File: config.mk
export PLATFORM = sky130hd
export DESIGN_NAME = cic_comp_fir_flat
export DESIGN_NICKNAME = d
export VERILOG_FILES = /design/src/rtl/cic_comp_fir_pkg.sv /design/src/rtl/cic_comp_fir_if.sv /design/src/rtl/cic_comp_fir.sv /design/src/flat_wrapper.sv
export SDC_FILE = /design/constraint.sdc
export NUM_CORES = 1
export LEC_CHECK = 0
export ABC_CLOCK_PERIOD_IN_PS = 16900
export BUFFER_PORTS_ARGS = -buffer_cell sky130_fd_sc_hd__buf_2
export CORE_MARGIN = 4
export CORE_UTILIZATION = 40
export CTS_CLUSTER_SIZE = 16
export DETAILED_ROUTE_END_ITERATION = 12
export GPL_TIMING_DRIVEN = 0
export SLEW_MARGIN = 20
export SYNTH_ARGS = -nofsm -noshare
export SYNTH_HDL_FRONTEND = slang
export SYNTH_SLANG_ARGS = --single-unit
File: constraint.sdc
create_clock -name clk -period 16.9 [get_ports clk]
set_input_delay 3.38 -clock clk [delete_from_list [all_inputs] [get_ports clk]]
set_output_delay 3.38 -clock clk [all_outputs]
set_load 0.05 [all_outputs]
File: src/rtl/cic_comp_fir_pkg.sv
// ============================================================================
// Package : cic_comp_pkg
// Desc    : Shared constants, inverse-sinc coefficients and FSM state type for
//           the CIC droop-compensation FIR.
// Rev     : 1.0  initial release
// ============================================================================
`default_nettype none

package cic_comp_pkg;

  localparam int COMP_NTAPS     = 15;
  localparam int COMP_COEF_FRAC = 10;
  localparam int COMP_COEF_W    = 12;
  localparam int COMP_IDX_W     = $clog2(COMP_NTAPS);

  // Symmetric inverse-sinc taps: sum = 1024 (unity DC), |Nyquist gain| = 1184/1024.
  localparam logic signed [COMP_COEF_W-1:0] COMP_COEF [COMP_NTAPS] = '{
    12'sd2,    -12'sd4,   12'sd6,  -12'sd10,  12'sd16, -12'sd28, -12'sd64,
    12'sd1188,
    -12'sd64,  -12'sd28,  12'sd16, -12'sd10,  12'sd6,  -12'sd4,   12'sd2
  };

  typedef enum logic [1:0] {
    IDLE  = 2'd0,
    MAC   = 2'd1,
    ROUND = 2'd2
  } comp_state_t;

  // Taps beyond the table read as zero so longer builds stay well defined.
  function automatic logic signed [COMP_COEF_W-1:0] comp_coef(input int k);
    logic [COMP_IDX_W-1:0] idx;
    idx = k[COMP_IDX_W-1:0];
    if (k >= 0 && k < COMP_NTAPS) return COMP_COEF[idx];
    return '0;
  endfunction

endpackage

`default_nettype wire

File: src/rtl/cic_comp_fir_if.sv
// ============================================================================
// Interface : cic_comp_fir_if
// Desc      : Sample-side signals between the CIC decimator, the compensation
//             FIR and its consumer. Optional sat flag under COMP_SAT_EN.
// Rev       : 1.0  initial release
// ============================================================================
`default_nettype none

interface cic_comp_fir_if #(
  parameter int DATA_W = 8
) ();

  logic                     d_clk_in;
  logic signed [DATA_W-1:0] d_in;
  logic signed [DATA_W-1:0] d_out;
  logic                     d_valid;
  logic                     busy;
  logic                     overrun;
`ifdef COMP_SAT_EN
  logic                     sat;
`endif

  modport master (
    output d_clk_in, d_in,
`ifdef COMP_SAT_EN
    input  sat,
`endif
    input  d_out, d_valid, busy, overrun
  );

  modport slave (
    input  d_clk_in, d_in,
`ifdef COMP_SAT_EN
    output sat,
`endif
    output d_out, d_valid, busy, overrun
  );

endinterface

`default_nettype wire

File: src/rtl/cic_comp_fir.sv
// ============================================================================
// Module : cic_comp_fir
// Desc   : Serial-MAC FIR compensating CIC sinc droop, one tap per clk.
//          Define COMP_SAT_EN for output saturation and the sticky sat flag;
//          otherwise the rounded result wraps to DATA_W bits.
// Rev    : 1.0  initial release
// ============================================================================
`default_nettype none

module cic_comp_fir
  import cic_comp_pkg::*;
#(
  parameter int NTAPS     = COMP_NTAPS,
  parameter int DATA_W    = 8,
  parameter int COEF_W    = COMP_COEF_W,
  parameter int COEF_FRAC = COMP_COEF_FRAC,
  parameter int ACC_W     = 26
) (
  input  wire logic      clk,
  input  wire logic      rst,
  cic_comp_fir_if.slave  bus
);

  localparam int                      TAP_W  = (NTAPS > 1) ? $clog2(NTAPS) : 1;
  localparam int                      PROD_W = DATA_W + COEF_W;
  localparam logic [TAP_W-1:0]        C_LAST = TAP_W'(NTAPS - 1);
  localparam logic signed [ACC_W-1:0] C_HALF = ACC_W'(2 ** (COEF_FRAC - 1));
`ifdef COMP_SAT_EN
  localparam logic signed [ACC_W-1:0] C_MAX  = ACC_W'(2 ** (DATA_W - 1) - 1);
  localparam logic signed [ACC_W-1:0] C_MIN  = -ACC_W'(2 ** (DATA_W - 1));
`endif

  comp_state_t              r_state;
  logic                     r_dq;
  logic [TAP_W-1:0]         r_wr_ptr;
  logic [TAP_W-1:0]         r_rd_ptr;
  logic [TAP_W-1:0]         r_tap;
  logic signed [DATA_W-1:0] r_line [NTAPS];
  logic signed [ACC_W-1:0]  r_acc;

  logic                     w_strobe;
  logic signed [COEF_W-1:0] w_coef;
  logic signed [PROD_W-1:0] w_prod;
  logic signed [ACC_W-1:0]  w_sum;
  logic signed [DATA_W-1:0] w_out;
`ifdef COMP_SAT_EN
  logic signed [ACC_W-1:0]  w_r;
  logic                     w_clip;
`endif

  always_comb begin
    w_strobe = bus.d_clk_in & ~r_dq;
    w_coef   = COEF_W'(comp_coef(int'(r_tap)));
    w_prod   = PROD_W'(r_line[r_rd_ptr]) * PROD_W'(w_coef);
    w_sum    = r_acc + C_HALF;
`ifdef COMP_SAT_EN
    w_r      = w_sum >>> COEF_FRAC;
    w_clip   = 1'b0;
    w_out    = DATA_W'(w_r);
    if (w_r > C_MAX) begin
      w_out  = DATA_W'(C_MAX);
      w_clip = 1'b1;
    end else if (w_r < C_MIN) begin
      w_out  = DATA_W'(C_MIN);
      w_clip = 1'b1;
    end
`else
    w_out    = DATA_W'(w_sum >>> COEF_FRAC);
`endif
  end

  always_ff @(posedge clk) begin
    if (rst) begin
      r_state     <= IDLE;
      r_dq        <= 1'b0;
      r_wr_ptr    <= '0;
      r_rd_ptr    <= '0;
      r_tap       <= '0;
      r_acc       <= '0;
      bus.d_out   <= '0;
      bus.d_valid <= 1'b0;
      bus.busy    <= 1'b0;
      bus.overrun <= 1'b0;
`ifdef COMP_SAT_EN
      bus.sat     <= 1'b0;
`endif
      for (int i = 0; i < NTAPS; i++) r_line[i] <= '0;
    end else begin
      r_dq        <= bus.d_clk_in;
      bus.d_valid <= 1'b0;
      // Any strobe outside IDLE (including the ROUND cycle) is dropped.
      if (w_strobe && r_state != IDLE) bus.overrun <= 1'b1;

      case (r_state)
        IDLE: begin
          if (w_strobe) begin
            r_line[r_wr_ptr] <= bus.d_in;
            r_rd_ptr         <= r_wr_ptr;
            r_tap            <= '0;
            r_acc            <= '0;
            bus.busy         <= 1'b1;
            r_state          <= MAC;
          end
        end
        MAC: begin
          r_acc    <= r_acc + ACC_W'(w_prod);
          r_rd_ptr <= (r_rd_ptr == '0) ? C_LAST : r_rd_ptr - TAP_W'(1);
          if (r_tap == C_LAST) r_state <= ROUND;
          else                 r_tap   <= r_tap + TAP_W'(1);
        end
        ROUND: begin
          bus.d_out   <= w_out;
          bus.d_valid <= 1'b1;
          bus.busy    <= 1'b0;
          r_wr_ptr    <= (r_wr_ptr == C_LAST) ? '0 : r_wr_ptr + TAP_W'(1);
`ifdef COMP_SAT_EN
          if (w_clip) bus.sat <= 1'b1;
`endif
          r_state     <= IDLE;
        end
        default: r_state <= IDLE;
      endcase
    end
  end

endmodule

`default_nettype wire

File: src/flat_wrapper.sv
// flat-port wrapper written by rule: the top's interface ports become plain ports
module cic_comp_fir_flat import cic_comp_pkg::*;
#(
  parameter int NTAPS     = COMP_NTAPS,
  parameter int DATA_W    = 8,
  parameter int COEF_W    = COMP_COEF_W,
  parameter int COEF_FRAC = COMP_COEF_FRAC,
  parameter int ACC_W     = 26
)
  (clk, rst, bus_d_clk_in, bus_d_in, bus_d_out, bus_d_valid, bus_busy, bus_overrun);
  cic_comp_fir_if #(.DATA_W(DATA_W)) bus_i ();
  input  wire logic clk;
  input  wire logic rst;
  input wire logic [$bits(bus_i.d_clk_in)-1:0] bus_d_clk_in;
  input wire logic [$bits(bus_i.d_in)-1:0] bus_d_in;
  output wire logic [$bits(bus_i.d_out)-1:0] bus_d_out;
  output wire logic [$bits(bus_i.d_valid)-1:0] bus_d_valid;
  output wire logic [$bits(bus_i.busy)-1:0] bus_busy;
  output wire logic [$bits(bus_i.overrun)-1:0] bus_overrun;
  assign bus_i.d_clk_in = bus_d_clk_in;
  assign bus_i.d_in = bus_d_in;
  assign bus_d_out = bus_i.d_out;
  assign bus_d_valid = bus_i.d_valid;
  assign bus_busy = bus_i.busy;
  assign bus_overrun = bus_i.overrun;
  cic_comp_fir #(.NTAPS(NTAPS), .DATA_W(DATA_W), .COEF_W(COEF_W), .COEF_FRAC(COEF_FRAC), .ACC_W(ACC_W)) u_core (.clk(clk), .rst(rst), .bus(bus_i));
endmodule
Yosys cells after proc, flatten, opt, wreduce, memory -nomap -nowiden
Memories as Yosys holds them, arrays and structs flattened. A register that Yosys moved wholly into a read port is not among the register bits.
Cells that the tools add are included.
{"block": "classes", "n_mux": 31, "eq_ne": 7, "reduce_logical": 11, "bitwise": 3, "addsub": 5, "n_lt_le_gt_ge": 2, "mul": 1}
{"op": "26-bit one-hot mux with 2 select lines", "n": 1}
{"op": "12-bit 2-to-1 mux", "n": 4}
{"op": "4-bit 2-to-1 mux", "n": 8}
{"op": "26-bit by 20-bit adder with 26-bit output", "n": 1}
{"op": "26-bit 2-to-1 mux", "n": 1}
{"op": "8-bit by 12-bit multiplier with 20-bit output", "n": 1}
{"op": "18-bit by 11-bit adder with 18-bit output (second input constant)", "n": 1}
{"op": "4-bit one-hot mux with 2 select lines", "n": 2}
{"op": "1-bit 2-to-1 mux", "n": 10}
{"op": "4-bit by 1-bit adder with 4-bit output (second input constant)", "n": 2}
{"op": "4-bit == test (second input constant)", "n": 2}
{"op": "8-bit 2-to-1 mux", "n": 1}
{"op": "8-bit OR reduction", "n": 1}
{"op": "2-bit AND reduction", "n": 3}
{"op": "2-bit nonzero test", "n": 3}
{"op": "5-bit >= comparator (second input constant)", "n": 1}
{"op": "4-bit inverter with 5-bit output", "n": 1}
{"op": "4-bit zero test", "n": 1}
{"op": "4-bit < comparator (second input constant)", "n": 1}
{"op": "2-bit 2-to-1 mux", "n": 2}
{"op": "2-bit by 1-bit != test with 1-bit output (second input constant)", "n": 2}
{"op": "2-bit one-hot mux with 2 select lines", "n": 1}
{"op": "4-bit by 1-bit subtractor with 4-bit output (second input constant)", "n": 1}
{"op": "3-bit AND reduction", "n": 1}
{"op": "other kinds (8)", "n": 8}
{"block": "word_totals", "ram_bits": 120, "elab_cells": 72, "output_inout_bits": 11, "reg_bits": 52, "n_memories": 2, "romBits": 192}
{"memory": "(name not given)", "depth": 16, "word_bits": 12, "read_ports": 1, "rd_clocked_by_memory_dff": 0, "write_ports": 0, "line": "cic_comp_fir_pkg.sv:33", "rtl": "if (k >= 0 && k < COMP_NTAPS) return COMP_COEF[idx];"}
{"memory": "u_core.r_line", "depth": 15, "word_bits": 8, "read_ports": 1, "rd_clocked_by_memory_dff": 1, "write_ports": 15, "line": "cic_comp_fir.sv:38", "rtl": "logic signed [DATA_W-1:0] r_line [NTAPS];"}

Logic depth before layout (Yosys ltp)
{"block": "depth", "ltp_word": 9, "mapped_depth": 24}

Worst setup path after synthesis
OpenSTA, ideal clock, no wires.
{"block": "synth_timing", "kind": "reg2reg", "start": "register u_core.r_tap[0]", "end": "register u_core.r_acc[16]", "setup_time_ps": 117, "arrival_ps": 5608, "synth_period_minus_slack_ps": 5725, "path_buffers": 1, "path_stages_with_launch": 22, "t_required_ps": 16783, "slack_ps": 11175, "path_cell_list": "dfxtp_1 > inv_1 > ha_1 > inv_1 > a21oi_1 > nor2_1 > or2_2 > nor2_1 > inv_1 > fa_1 > inv_1 > fa_1 > fa_1 > fa_1 > ha_1 > ha_1 > clkbuf_1 > a211o_1 > or3_1 > a31oi_1 > xnor2_1 > a22o_1"}
{"block": "synth_via", "elab_chain_cells": 9, "word_cells_on_any_way": 11, "classes_between": "add/sub (1); mul (1); order compare (1); mux (6); bitwise (1); memory (1)"}
{"item": "start, declared", "line": "cic_comp_fir.sv:37", "rtl": "logic [TAP_W-1:0] r_tap;"}
{"item": "start signal, assigned", "line": "cic_comp_fir.sv:109", "rtl": "else r_tap <= r_tap + TAP_W'(1);"}
{"item": "4-bit inverter with 5-bit output (implied by the code)", "line": "cic_comp_fir_pkg.sv:33"}
{"item": "memory read 16 x 12 bit"}
{"item": "12-bit 2-to-1 mux (implied by the code) (2 in series)", "line": "cic_comp_fir_pkg.sv:33"}
{"item": "12-bit 2-to-1 mux", "line": "cic_comp_fir_pkg.sv:33"}
{"item": "12-bit 2-to-1 mux (*)", "line": "cic_comp_fir_pkg.sv:34", "rtl": "return '0;"}
{"item": "8-bit by 12-bit multiplier with 20-bit output (*)", "line": "cic_comp_fir.sv:54", "rtl": "w_prod = PROD_W'(r_line[r_rd_ptr]) * PROD_W'(w_coef);"}
{"item": "26-bit by 20-bit adder with 26-bit output (*)", "line": "cic_comp_fir.sv:106", "rtl": "r_acc <= r_acc + ACC_W'(w_prod);"}
{"item": "26-bit one-hot mux with 2 select lines (*)", "line": "cic_comp_fir.sv:94", "rtl": "case (r_state)"}
{"item": "end signal, assigned", "line": "cic_comp_fir.sv:106"}
{"item": "end, declared", "line": "cic_comp_fir.sv:39", "rtl": "logic signed [ACC_W-1:0] r_acc;"}
Mark *: on every way between the ends. The rest lies on a longest branch, timed or not. The select of a mux whose other input is x is not followed.
A chain may end at the register's enable or synchronous reset.

==> results.txt <==
area grow syn2layout: 11.0%
Final Hold Fails: 0
Worst Tran Pin Value: 1.06 ns
Setup crit start kind: register
# nets final: 1117
placed cell count: 1332
clock slew at reported path FFs: 0.08 ns
Fin Setup TNS: 0 ns
std cell rows: 60
first-pass iteration count of the detailed router: 5
first-pass GRT wire length: 41100 µm
crit-path cells: buf_1 > mux4_2 > mux2_2 > o21ai_1 > nor2_1 > inv_1 > fa_1 > inv_1 > fa_1 > fa_1 > fa_1 > ha_1 > ha_1 > clkbuf_1 > a211o_1 > or3_1 > a31oi_1 > xnor2_1 > a22o_1
max_cap viols: 0
Multi-input gate area: 5760 µm²
Yosys top cell area share: 34.7%
most common cell after layout, fill and taps aside: edfxtp_1
Mapped Nets: 1078
worst hold slack: 0.457 ns
Hold WC Path Type: reg -> reg
Max Freq: 147 MHz
total number of vias: 6979
hold buffers post-CTS: 0
Die H: 174 µm
final setup fails: 0
Worst Skew: 0.0177 ns
final cell count without fillers: 1364
dpl hpwl: 19300 µm
core area: 27100 µm²
Bufs and invs on worst path: 4
fin. max-slew vios: 0
met3 GRT Util: 2.46%
EDFF count, synth: 128
met1 Use GR: 23.8%
Power Dens Cells: 128 nW/µm²
synthesized instance count: 940
Initial Utilization: 40.8%
TritonCTS clock tree: built
commonest non-fill, non-tap cells in the layout: edfxtp_1 (128), and2_1 (125), nor2_1 (92)
sequential element share of the synthesized area: 43.2%
Finished Cell Area: 12300 µm²
routed wire length: 25800 µm
DR iter-0 viols: 533
Top Usage Layer GRT: met2
CTS root buf: clkbuf_16
largest net degree at the start of global routing: 23
Worst Setup Path Type: reg -> reg
antenna violations before repair: 0
gr ovfl total: 0
clk sinks: 175
outcome: finished, final reports clean
flops & latches, synth: 175
leakage power: 0.00495 µW
Crit path top cell by count: fa_1
Post-Syn Area: 11100 µm²
TritonCTS buffer count: 17
Slew HR: 28.9%
met2 Track Usage GR: 30.0%
Yosys cell types: 56
Clock Latency Late Sink: 0.45 ns
Synth Flop Type: edfxtp_1
Worst Path Arrival: 7.14 ns
total track usage: 17.7%
RD Place Congestion: 0.875
routed vias/inst: 5.12
ys async rst share: 0%
post-cts repair resize count: 0
Largest stage delay, worst path: 0.62 ns
min Tclk post-route: 6.80 ns
vias in the first global route: 7205
Pwr Total: 1570 µW
register area: 4780 µm²
largest cells by area after synthesis: edfxtp_1 (35%), fa_1 (14%), dfxtp_1 (8.5%)
post-detailed-route wirelength per cell: 18.9 µm
Horiz. Die Dim: 174 µm
die area: 30400 µm²
layout cells sized above 1: 12.7%
largest area contributor in the netlist: edfxtp_1
Setup Buffers After CTS: 0
Crit. End Element: register
CP Max Fanout: 10
Max VDD drop: 0.0737 mV
Crit-path slowest cell: buf_1
CP delay by family, top: adder cells
I/O pins: 22
Post-route DRC: 0
CTS Buffer Depth: 2
Ant. Diodes: 0
RSZ-0062 raised after global routing: no
H-Tree Level Count: 4
Avg Inst Size Synth: 11.8 µm²
Syn. warnings: 0
I/O Buffers: 20
Layout fillers: 2532
ANT nets after route: 0
fin crit share: 40.2%
Placed Area: 11600 µm²
Req. time, crit path: 17.24 ns
## worst min-delay path, stage by stage (launching register included)
cell	delay, ns
dfxtp_1	0.31
nand2_1	0.05
a21oi_1	0.05
## layout make-up
type                            instances  share of cell area (%)
Clock buffer                           17                    3.46
Sequential cell                       175                    39.0
Timing Repair Buffer                   20                   0.815
Tap cell                              372                    3.79
Inverter                               94                    2.87
Buffer                                 38                    1.45
Clock inverter                         15                    1.73
Multi-Input combinational cell        633                    46.9
## cells by family (layout without fill, tap and decap cells)
kind of cell	count (synthesis)	in the layout	share of synthesized area [%]
flip-flops	175	175	43.2
adder cells (fa/ha/maj)	127	127	19.6
buffers and inverters	132	184	4.79
AO/OA/AOI/OAI	107	107	6.65
multiplexers	48	48	8.25
XOR/XNOR	27	27	2.14
AND/OR/NAND/NOR	324	324	15.3
## power breakdown
part / switching (µW) / total (µW) / internal (µW)
clock: 213 / 420 / 207
combinational: 359 / 639 / 280
sequential: 26.0 / 511 / 485
total: 598 / 1570 / 973
## cells in the mapped netlist, drive strengths merged, types with 11 or more instances
| library cell | number |
|---|---|
| edfxtp | 128 |
| and2 | 127 |
| inv | 94 |
| nor2 | 93 |
| fa | 78 |
| ha | 49 |
| dfxtp | 47 |
| nand2 | 37 |
| mux4 | 34 |
| clkbuf | 27 |
| a21oi | 26 |
| o21ai | 20 |
| xnor2 | 20 |
| or2 | 19 |
| o21a | 12 |
| a211oi | 11 |
| buf | 11 |
## stage by stage
stage | util (%) | worst slack [ns]
finish | 45.3 | 10.10
global route | 45.3 | 9.80
detailed placement | 43.0 | 10.16
CTS | 45.3 | 10.12
floorplan | - | 11.18
global placement | 42.9 | 10.18
## state kept, by name, summed over array words and instances, names as in the netlist, named ones only
signal and cells:
u_core.r_acc 17, u_core.r_wr_ptr 4, u_core.r_rd_ptr 4, u_core.bus.d_valid 1, u_core.r_dq 1, u_core.r_line 128, u_core.r_tap 4, u_core.bus.d_out 8
u_core.bus.overrun 1, u_core.r_state 2, u_core.bus.busy 1
## worst paths after layout
check	slack, ns	cells after the start	startpoint	to
min reg2reg	0.46	2	u_core.bus.d_out[0]	u_core.bus.d_out[0]
max reg2reg	10.10	19	register	u_core.r_acc[16]
min	0.46	2	u_core.bus.d_out[0]	u_core.bus.d_out[0]
max	10.10	19	register	u_core.r_acc[16]
## layer usage
layer  wire, µm  vias up
li1           -     3290
met1      11500     3525
met2      12900      138
met3        980       26
met4        448        0
met5          0        -
No activity file was read; power rests on OpenSTA's default activity.
